**config.mk**
```make
export PLATFORM = sky130hd
export DESIGN_NAME = bias_add_6
export DESIGN_NICKNAME = d
export VERILOG_FILES = /design/src/rtl/bias_add_6_pkg.sv /design/src/rtl/bias_store.sv /design/src/rtl/bias_add_6.sv
export SDC_FILE = /design/constraint.sdc
export NUM_CORES = 1
export LEC_CHECK = 0
export ABC_CLOCK_PERIOD_IN_PS = 3800
export BUFFER_PORTS_ARGS = -buffer_cell sky130_fd_sc_hd__buf_2
export CAP_MARGIN = 15
export CORE_MARGIN = 2
export CORE_UTILIZATION = 52
export DETAILED_ROUTE_END_ITERATION = 8
export MAX_ROUTING_LAYER = met4
export PLACE_DENSITY = 0.8
export SETUP_SLACK_MARGIN = 0.2
export SLEW_MARGIN = 20
export SYNTH_ARGS = -nofsm -noshare
export SYNTH_HDL_FRONTEND = slang
export SYNTH_HIERARCHICAL = 1
export SYNTH_SLANG_ARGS = --single-unit
```
**constraint.sdc**
```tcl
create_clock -name ap_clk -period 3.8 [get_ports ap_clk]
set_input_delay 0.38 -clock ap_clk [delete_from_list [all_inputs] [get_ports ap_clk]]
set_output_delay 0.38 -clock ap_clk [all_outputs]
set_load 0.02 [all_outputs]
```
**src/rtl/bias_add_6_pkg.sv**
```systemverilog
// Shared constants and state encoding for the bias_add_<n> layer blocks.
// Layer sizing mirrors layers_sizes.vh / my_types.vh.
package bias_add_6_pkg;

    localparam int unsigned KERN_S_K_6  = 4;
    localparam int unsigned COEFF_WIDTH = 16;
    localparam int unsigned ACC_WIDTH   = 32;

    localparam logic [ACC_WIDTH-1:0] ACC_MAX = {1'b0, {(ACC_WIDTH-1){1'b1}}};
    localparam logic [ACC_WIDTH-1:0] ACC_MIN = {1'b1, {(ACC_WIDTH-1){1'b0}}};

    typedef enum logic {
        StLoad,
        StRun
    } bias_state_e;

endpackage

```
**src/rtl/bias_store.sv**
```systemverilog
// Per-channel bias register file: one synchronous write port, one asynchronous read port.
module bias_store #(
    parameter int unsigned N_CH    = 4,
    parameter int unsigned COEFF_W = 16,
    parameter int unsigned IDX_W   = $clog2(N_CH)
) (
    input  logic               clk,
    input  logic               we,
    input  logic [IDX_W-1:0]   waddr,
    input  logic [COEFF_W-1:0] wdata,
    input  logic [IDX_W-1:0]   raddr,
    output logic [COEFF_W-1:0] rdata
);

    logic [COEFF_W-1:0] mem [N_CH];

    always_ff @(posedge clk) begin
        if (we) begin
            mem[waddr] <= wdata;
        end
    end

    assign rdata = mem[raddr];

endmodule

```
**src/rtl/bias_add_6.sv**
```systemverilog
// Layer-6 bias adder: loads one bias per channel, then adds the channel's bias to each
// accumulator word with saturation and a single output register stage.
module bias_add_6
    import bias_add_6_pkg::*;
#(
    parameter int unsigned N_CH      = KERN_S_K_6,
    parameter int unsigned COEFF_W   = COEFF_WIDTH,
    parameter int unsigned ACC_W     = ACC_WIDTH,
    parameter int unsigned FRAME_PIX = 0
) (
    input  logic               ap_clk,
    input  logic               ap_rst,
    input  logic [COEFF_W-1:0] bias_V_dout,
    input  logic               bias_V_empty_n,
    output logic               bias_V_read,
    input  logic [ACC_W-1:0]   acc_V_dout,
    input  logic               acc_V_empty_n,
    output logic               acc_V_read,
    output logic [ACC_W-1:0]   output_V_din,
    input  logic               output_V_full_n,
    output logic               output_V_write
);

    localparam int unsigned ChW    = $clog2(N_CH);
    localparam int unsigned PixN   = (FRAME_PIX > 0) ? FRAME_PIX : 1;
    localparam int unsigned PixW   = (PixN > 1) ? $clog2(PixN) : 1;
    localparam logic [ChW-1:0]  ChLast  = ChW'(N_CH - 1);
    localparam logic [PixW-1:0] PixLast = PixW'(PixN - 1);
    localparam logic [ACC_W-1:0] AccMax = {1'b0, {(ACC_W-1){1'b1}}};
    localparam logic [ACC_W-1:0] AccMin = {1'b1, {(ACC_W-1){1'b0}}};

    bias_state_e       state_q, state_d;
    logic [ChW-1:0]    ld_cnt_q, ld_cnt_d;
    logic [ChW-1:0]    ch_q, ch_d;
    logic [PixW-1:0]   pix_q, pix_d;
    logic              out_vld_q, out_vld_d;
    logic [ACC_W-1:0]  out_reg_q, out_reg_d;

    logic              store_we;
    logic [COEFF_W-1:0] bias_rd;
    logic [ACC_W:0]    acc_ext, bias_ext, sum;
    logic [ACC_W-1:0]  sat_val;
    logic              adv;

    bias_store #(
        .N_CH    (N_CH),
        .COEFF_W (COEFF_W),
        .IDX_W   (ChW)
    ) u_store (
        .clk   (ap_clk),
        .we    (store_we),
        .waddr (ld_cnt_q),
        .wdata (bias_V_dout),
        .raddr (ch_q),
        .rdata (bias_rd)
    );

    // Sum in ACC_W+1 bits; the top two bits disagree exactly on overflow.
    always_comb begin
        acc_ext  = {acc_V_dout[ACC_W-1], acc_V_dout};
        bias_ext = {{(ACC_W+1-COEFF_W){bias_rd[COEFF_W-1]}}, bias_rd};
        sum      = acc_ext + bias_ext;
        if (sum[ACC_W] != sum[ACC_W-1]) begin
            sat_val = sum[ACC_W] ? AccMin : AccMax;
        end else begin
            sat_val = sum[ACC_W-1:0];
        end
    end

    always_comb begin
        state_d   = state_q;
        ld_cnt_d  = ld_cnt_q;
        ch_d      = ch_q;
        pix_d     = pix_q;
        out_vld_d = out_vld_q;
        out_reg_d = out_reg_q;
        store_we  = 1'b0;
        bias_V_read = 1'b0;
        acc_V_read  = 1'b0;

        // Pending result drains in either state so LOAD can overlap the last write.
        output_V_write = out_vld_q & output_V_full_n & ~ap_rst;
        adv            = ~out_vld_q | output_V_full_n;
        if (output_V_write) begin
            out_vld_d = 1'b0;
        end

        case (state_q)
            StLoad: begin
                bias_V_read = bias_V_empty_n & ~ap_rst;
                if (bias_V_read) begin
                    store_we = 1'b1;
                    if (ld_cnt_q == ChLast) begin
                        ld_cnt_d = '0;
                        state_d  = StRun;
                    end else begin
                        ld_cnt_d = ld_cnt_q + 1'b1;
                    end
                end
            end
            StRun: begin
                acc_V_read = acc_V_empty_n & adv & ~ap_rst;
                if (acc_V_read) begin
                    out_reg_d = sat_val;
                    out_vld_d = 1'b1;
                    if (ch_q == ChLast) begin
                        ch_d = '0;
                        if (FRAME_PIX > 0 && pix_q == PixLast) begin
                            pix_d   = '0;
                            state_d = StLoad;
                        end else begin
                            pix_d = pix_q + 1'b1;
                        end
                    end else begin
                        ch_d = ch_q + 1'b1;
                    end
                end
            end
            default: state_d = StLoad;
        endcase
    end

    assign output_V_din = out_reg_q;

    always_ff @(posedge ap_clk or posedge ap_rst) begin
        if (ap_rst) begin
            state_q   <= StLoad;
            ld_cnt_q  <= '0;
            ch_q      <= '0;
            pix_q     <= '0;
            out_vld_q <= 1'b0;
            out_reg_q <= '0;
        end else begin
            state_q   <= state_d;
            ld_cnt_q  <= ld_cnt_d;
            ch_q      <= ch_d;
            pix_q     <= pix_d;
            out_vld_q <= out_vld_d;
            out_reg_q <= out_reg_d;
        end
    end

endmodule
```
==> reports/metrics.yaml, run 1 <==
floorplan:
  fp.dieH_um: 111.5
  coreArea_mm2: 0.01132
  die_w_um: 111.5
  start_util: 0.5304
  die-area_mm2: 0.01242
  ios: 88
  rows: 39
critical_path:
  critical_path.top_delay_family: "compound AO/OA/AOI/OAI gates"
  arrival_ns: 4.01
  max_stage_delay_ns: 0.63
  crit_path_frequent_cell: "buf_6"
  crit_type: "register to register"
  path_cells: "buf_6 > buf_12 > mux4_2 > ha_4 > a21o_1 > a21o_1 > nor2_1 > or4b_4 > o211a_1 > a211oi_4 > buf_6 > buf_6 > a21oi_2 > o21ai_1"
  critPathSlowestCell: "mux4_2"
  crit_required_ns: 4.06
  crit_path_start_kind: "register"
  path_buf_inv: 4
  end_kind: "register"
  crit_fanout: 6
global_route:
  grt_max_degree: 41
  grt.overflow.total: 0
  antenna_found_initial: 0
  use_met1: 0.2999
  met2_usage: 0.4049
  grt_pass1_vias: 4939
  grtUsageTotal: 0.2516
  grt-busiest-layer: "met2"
  grt_pass1_wl_mm: 24.10
  grtUsageMet3: 0.06260
finish:
  area_delta_synth_final_pct: 29.42
  drive_above_1_share: 0.3567
  fin_area_mm2: 0.007771
  nets: 767
  insertedDiodeCount: 0
  final_util: 0.6865
  fillCellCount: 778
logic_synthesis:
  syn_area_mm2: 0.006005
  syn_nets: 643
  synth_top_area_cell: "edfxtp_1"
  synth_seq_cells: 102
  yosysSeqAreaShare: 0.4784
  yosysTopAreaCellShare: 0.3201
  synth_cell_types: 59
  synth_ff_type: "edfxtp_1"
  avgSynthCellArea_um2: 10.82
  synth_warnings: 6
  synthArstFlopShare: 0.3725
  netlist_instances: 555
  ys_top_cells_by_area: "edfxtp_1 32%, dfrtp_1 16%, ha_1 7.1%"
  synth-edff-count: 64
power_and_ir_drop:
  total_power_uw: 7456
  vdd_drop_max_v: 0.0006737
  p_per_area_mw_per_mm2: 959.5
  leakage_uw: 0.003188
clocking:
  cts_tree: "done"
  clk_latency_ns: 0.35
  numCtsBuffers: 9
  clock_path_buffers: 2
  clk_pin_slew_ns: 0.08
  htreeDepth: 3
  root_buffer: "clkbuf_16"
  cts.sinks: 102
timing:
  rsz0062_at_grt: "yes"
  setup_violations: 0
  fmax_ghz: 0.2662
  drv_slew: 0
  relSlewSlack: 0.4107
  hold_slack_ns: 0.2031
  worst_slew_pin_slew_ns: 0.8829
  fin_crit_sh: 0.9884
  worst_slack_ns: 0.04399
  worst_clock_skew_ns: 0.009437
  min_period_ns: 3.756
  finalHoldViolCount: 0
place:
  dp_hpwl_mm: 10.27
  gp_congestion: 1.060
  placed_area_mm2: 0.006619
  port_buffers: 87
  dp_slack_ns: -0.05787
run_status:
  status: "finished clean"
route:
  routedWlPerCell_um: 20.38
  via_per_inst: 6.264
  drt-pass1-iter-count: 8
  drtAntennaViolNets: 0
  first_iter_violations: 465
  vias: 5180
  route.final.wire_length_mm: 16.85
  route.detailed.drc: 0
run:
  drv_cap: 0
worst_hold_path:
  hp-class: "input pin to asynchronous set/reset pin"
-- routing by layer --
| metal | wire length [µm] | vias to the layer above |
|---|---|---|
| met4 | 810 | 0 |
| met2 | 8357 | 261 |
| met5 | 0 | - |
| met3 | 1217 | 66 |
| li1 | - | 2354 |
| met1 | 6467 | 2499 |
-- synth_stat cells, drive strengths merged, types with 8 or more instances --
library cell,n
o21ai,72
a21o,12
buf,21
nand2b,8
ha,34
a21oi,58
inv,15
nor2,20
clkbuf,11
dfrtp,38
xnor2,17
edfxtp,64
nand2,61
o211ai,8
mux4,16
-- worst paths after layout --
path                                         startpoint                            to  slack [ns]  depth (start not counted)
min reg2reg                output_V_din[31]$_DFFE_PP0P_  output_V_din[31]$_DFFE_PP0P_        0.49                          2
max reg2reg                         ch_q[0]$_DFFE_PP0P_   output_V_din[0]$_DFFE_PP0P_        0.04                         14
min in group ap_clk                     bias_V_dout[14]  u_store/mem[3][14]$_DFFE_PP_        0.23                          1
max                                 ch_q[0]$_DFFE_PP0P_   output_V_din[0]$_DFFE_PP0P_        0.04                         14
min                                              ap_rst   output_V_din[7]$_DFFE_PP0P_        0.20                          3
max in group asynchronous                        ap_rst           ch_q[0]$_DFFE_PP0P_        3.21                          3
-- area by class of cell --
cell class,count,area [µm²],share of cell area
multi-input cells,407,3246,0.4176
clock buffers,9,225.2,0.02898
inverters,15,56.30,0.007245
well taps,143,178.9,0.02302
clock inverters,7,97.59,0.01256
flip-flops and latches,102,2875,0.3700
repair buffers,144,1092,0.1406
-- repair_timing --
action / in CTS / in global routing
resized for setup: 25 / 84
hold buffers: 0 / 0
setup buffers: 7 / 18
pin swaps: 7 / 47
setup endpoints to repair: 31 / 32
cloned: 2 / 8
-- worst register-to-register path, delay by kind of cell (launching register included) --
kind	cells	cell delay, ns
buf+inv	4	0.57
flops	1	0.43
simple gates	2	0.62
fa+ha+maj	1	0.22
mux	1	0.63
compound gates	6	1.21
-- registers in the layout, indices dropped and copies added (netlist names) --
signal and count:
ch_q 2, ld_cnt_q 2, out_vld_q 1, output_V_din 32, state_q 1, u_store/mem 64
-- layout by cell type (no fill, tap or decap), types with 4 or more instances in the layout --
master / count
a31oi_1: 5
or3_1: 5
mux4_2: 16
edfxtp_1: 64
a21o_1: 12
nor3_1: 4
and3_1: 4
o21ai_1: 42
buf_4: 35
dfrtp_1: 36
nand2_1: 60
ha_4: 10
a21oi_2: 13
o21a_1: 6
o21ai_2: 11
inv_1: 15
buf_2: 87
buf_12: 5
nand3_1: 7
nor2b_1: 4
xnor2_1: 17
clkbuf_16: 15
nand4_1: 7
o211ai_1: 8
a21oi_1: 45
nor2_1: 18
o21ai_0: 19
nand2b_1: 6
xor2_1: 7
ha_1: 15
buf_6: 9
ha_2: 9
-- where the power goes --
part	internal (µW)	total (µW)	switching [µW]
combinational	2220	4900	2670
sequential	1400	1570	169
clock	533	990	457
total	4160	7460	3300
-- through the flow --
| step | instances | TNS (ns) |
|---|---|---|
| after floorplan | 555 | 0 |
| after global placement | 776 | 0 |
| after detailed placement | 776 | -0.3907 |
| after CTS | 801 | 0 |
| after global routing | 827 | -0.09184 |
| final | 827 | 0 |
-- kinds of logic after synthesis --
kind of cell	Yosys count	synth area share
AO/OA/AOI/OAI	194	0.1930
XOR/XNOR	24	0.03501
adder cells (fa/ha/maj)	35	0.07418
buffers and inverters	47	0.04292
flip-flops	102	0.4784
multiplexers	18	0.06751
AND/OR/NAND/NOR	135	0.1090
No activity file was read; power rests on OpenSTA's default activity.
==> inputs of run 2 (changes only) <==
Settings changed: SETUP_SLACK_MARGIN 0.2 to not set.
==> run 2 against run 1 <==
Effect of this change:
- cell area is 9.4% lower
- sequential share of layout area grew 3.8 points
- total power decreased by 18%
- maximum frequency grew 5.2%
- via count is 7.7% lower
- register-to-register slack improved by 0.19 ns
- clock power shrank 2%
- clock skew about the same
- critical endpoint is now output_V_din[25]$_DFFE_PP0P_
- worst hold slack got worse by 0.0094 ns
==> reports/metrics.yaml, run 2 (synthesis results as in run 1) <==
clocking:
  htreeDepth: 3  # unchanged
  root_buffer: "clkbuf_16"  # unchanged
  cts_setup_buffers: 0  # was 7
  clk_latency_ns: 0.35  # about the same
  cts_tree: "done"  # unchanged
  clk_pin_slew_ns: 0.08  # about the same
  clock_path_buffers: 2  # unchanged
  cts.sinks: 102  # unchanged
  numCtsBuffers: 9  # unchanged
place:
  placed_area_mm2: 0.006655  # was 0.006619 mm²
  dp_slack_ns: 0.06006  # was -0.05787 ns
  gp_congestion: 0.9503  # was 1.060
  dp_hpwl_mm: 10.71  # was 10.27 mm
  port_buffers: 87  # unchanged
finish:
  drive_above_1_share: 0.2335  # was 0.3567
  insertedDiodeCount: 0  # unchanged
  largest_reg_flops: 64  # unchanged
  fin_area_mm2: 0.007039  # was 0.007771 mm²
  area_delta_synth_final_pct: 17.23  # was 29.42%
  nets: 734  # was 767
  layout_commonest_cell: "buf_2"  # unchanged
  top_register: "u_store/mem"  # unchanged
  layout_common_cells: "87 x buf_2, 64 x edfxtp_1, 61 x nand2_1"  # was 87 x buf_2, 64 x edfxtp_1, 60 x nand2_1
global_route:
  grt_pass1_wl_mm: 22.65  # was 24.10 mm
  grt_pass1_vias: 4510  # was 4939
  antenna_found_initial: 0  # unchanged
  grt_max_degree: 47  # was 41
  met2_usage: 0.3866  # was 0.4049
  grtUsageTotal: 0.2359  # was 0.2516
  grt.overflow.total: 0  # unchanged
  use_met1: 0.3126  # was 0.2999
  grtUsageMet3: 0.04028  # was 0.06260
  grt-busiest-layer: "met2"  # unchanged
critical_path:
  crit_required_ns: 4.03  # was 4.06 ns
  r2r-end: "output_V_din[25]$_DFFE_PP0P_"  # was output_V_din[0]$_DFFE_PP0P_
  end_kind: "register"  # unchanged
  rr_worst_depth: 10  # was 14
  rrSetupSlack_ns: 0.23  # was 0.04 ns
  worstReg2RegStart: "ch_q[0]$_DFFE_PP0P_"  # unchanged
  crit_path_start_kind: "register"  # unchanged
  crit_fanout: 13  # was 6
  crit_type: "register to register"  # unchanged
  arrival_ns: 3.80  # was 4.01 ns
route:
  drt-pass1-iter-count: 6  # was 8
  via_per_inst: 6.020  # was 6.264
  route.detailed.drc: 0  # unchanged
  first_iter_violations: 398  # was 465
  route.final.wire_length_mm: 14.27  # was 16.85 mm
  drtAntennaViolNets: 0  # unchanged
  vias: 4780  # was 5180
  routedWlPerCell_um: 17.97  # was 20.38 µm
floorplan:
  start_util: 0.5304  # unchanged
  die_w_um: 111.5  # unchanged
  fp.dieH_um: 111.5  # unchanged
  ios: 88  # unchanged
  coreArea_mm2: 0.01132  # unchanged
  rows: 39  # unchanged
  die-area_mm2: 0.01242  # unchanged
run:
  drv_cap: 0  # unchanged
timing:
  finalHoldViolCount: 0  # unchanged
  fmax_ghz: 0.2801  # was 0.2662 GHz
  hold_slack_ns: 0.1937  # was 0.2031 ns
  worst_slew_pin_slew_ns: 0.8414  # was 0.8829 ns
  min_period_ns: 3.570  # was 3.756 ns
  relSlewSlack: 0.4390  # was 0.4107
  worst_clock_skew_ns: 0.008950  # was 0.009437 ns
  worst_slack_ns: 0.2303  # was 0.04399 ns
  setup_violations: 0  # unchanged
  fin_crit_sh: 0.9394  # was 0.9884
  drv_slew: 0  # unchanged
power_and_ir_drop:
  total_power_uw: 6145  # was 7456 µW
  vdd_drop_max_v: 0.0004990  # was 0.0006737 V
  p_per_area_mw_per_mm2: 873.0  # was 959.5 mW/mm²
  leakage_uw: 0.002968  # was 0.003188 µW
worst_hold_path:
  hp-class: "input pin to asynchronous set/reset pin"  # unchanged
run_status:
  status: "finished clean"  # unchanged
[run 2: worst max-delay path, cell delays in order, from the launching register on]
cell	delay [ns]
dfrtp_2	0.41
mux4_2	0.67
ha_1	0.44
a21oi_1	0.33
o21ai_0	0.21
or2_2	0.36
o2111ai_2	0.25
a41oi_4	0.24
buf_12	0.21
o2111ai_1	0.21
nand3_1	0.10
[run 2: how the worst max path moves through the flow]
stage / start / to / slack (ns) / cells after the start
floorplan: ch_q[0]$_DFFE_PP0P_ / output_V_din[25]$_DFFE_PP0P_ / 0.13 / 14
global placement: ch_q[0]$_DFFE_PP0P_ / output_V_din[25]$_DFFE_PP0P_ / 0.16 / 10
detailed placement: ch_q[0]$_DFFE_PP0P_ / output_V_din[25]$_DFFE_PP0P_ / 0.06 / 10
CTS: ch_q[0]$_DFFE_PP0P_ / output_V_din[25]$_DFFE_PP0P_ / 0.03 / 10
global route: ch_q[0]$_DFFE_PP0P_ / output_V_din[3]$_DFFE_PP0P_ / -0.01 / 12
finish: ch_q[0]$_DFFE_PP0P_ / output_V_din[25]$_DFFE_PP0P_ / 0.23 / 10
[run 2: final cells by class]
type / instances / area, µm²
multi-input combinational: 406 / 2929
clock buffer: 9 / 225.2
inverter: 15 / 56.30
sequential: 102 / 2874
clock inverter: 7 / 97.59
tap: 143 / 178.9
timing repair buffer: 112 / 678.2
fill: 937 / 4282
[run 2: what timing repair did]
action	4_1_cts	5_1_grt
hold buffers	0	0
gates resized for setup	0	8
endpoints found under the setup margin	0	31
[run 2: per-layer routing]
metal	part of all wire	vias up	wire, µm
li1	-	2282	-
met3	0.058	13	828
met2	0.49	178	7053
met5	0	-	0
met4	0.0092	0	131
met1	0.44	2307	6252
[run 2: through the flow]
| step | util | std cells | TNS [ns] |
|---|---|---|---|
| CTS | 0.6164 | 793 | 0 |
| global placement | 0.5879 | 777 | 0 |
| detailed placement | 0.5879 | 777 | 0 |
| global route | 0.6218 | 794 | -0.02386 |
| finish | 0.6218 | 794 | 0 |
| floorplan | - | 555 | 0 |
[run 2: report_power, final]
| group | leakage [µW] | internal (µW) | switching, µW |
|---|---|---|---|
| Clock | 0.000157 | 532 | 442 |
| Sequential | 0.00104 | 1400 | 140 |
| Combinational | 0.00177 | 1470 | 2160 |
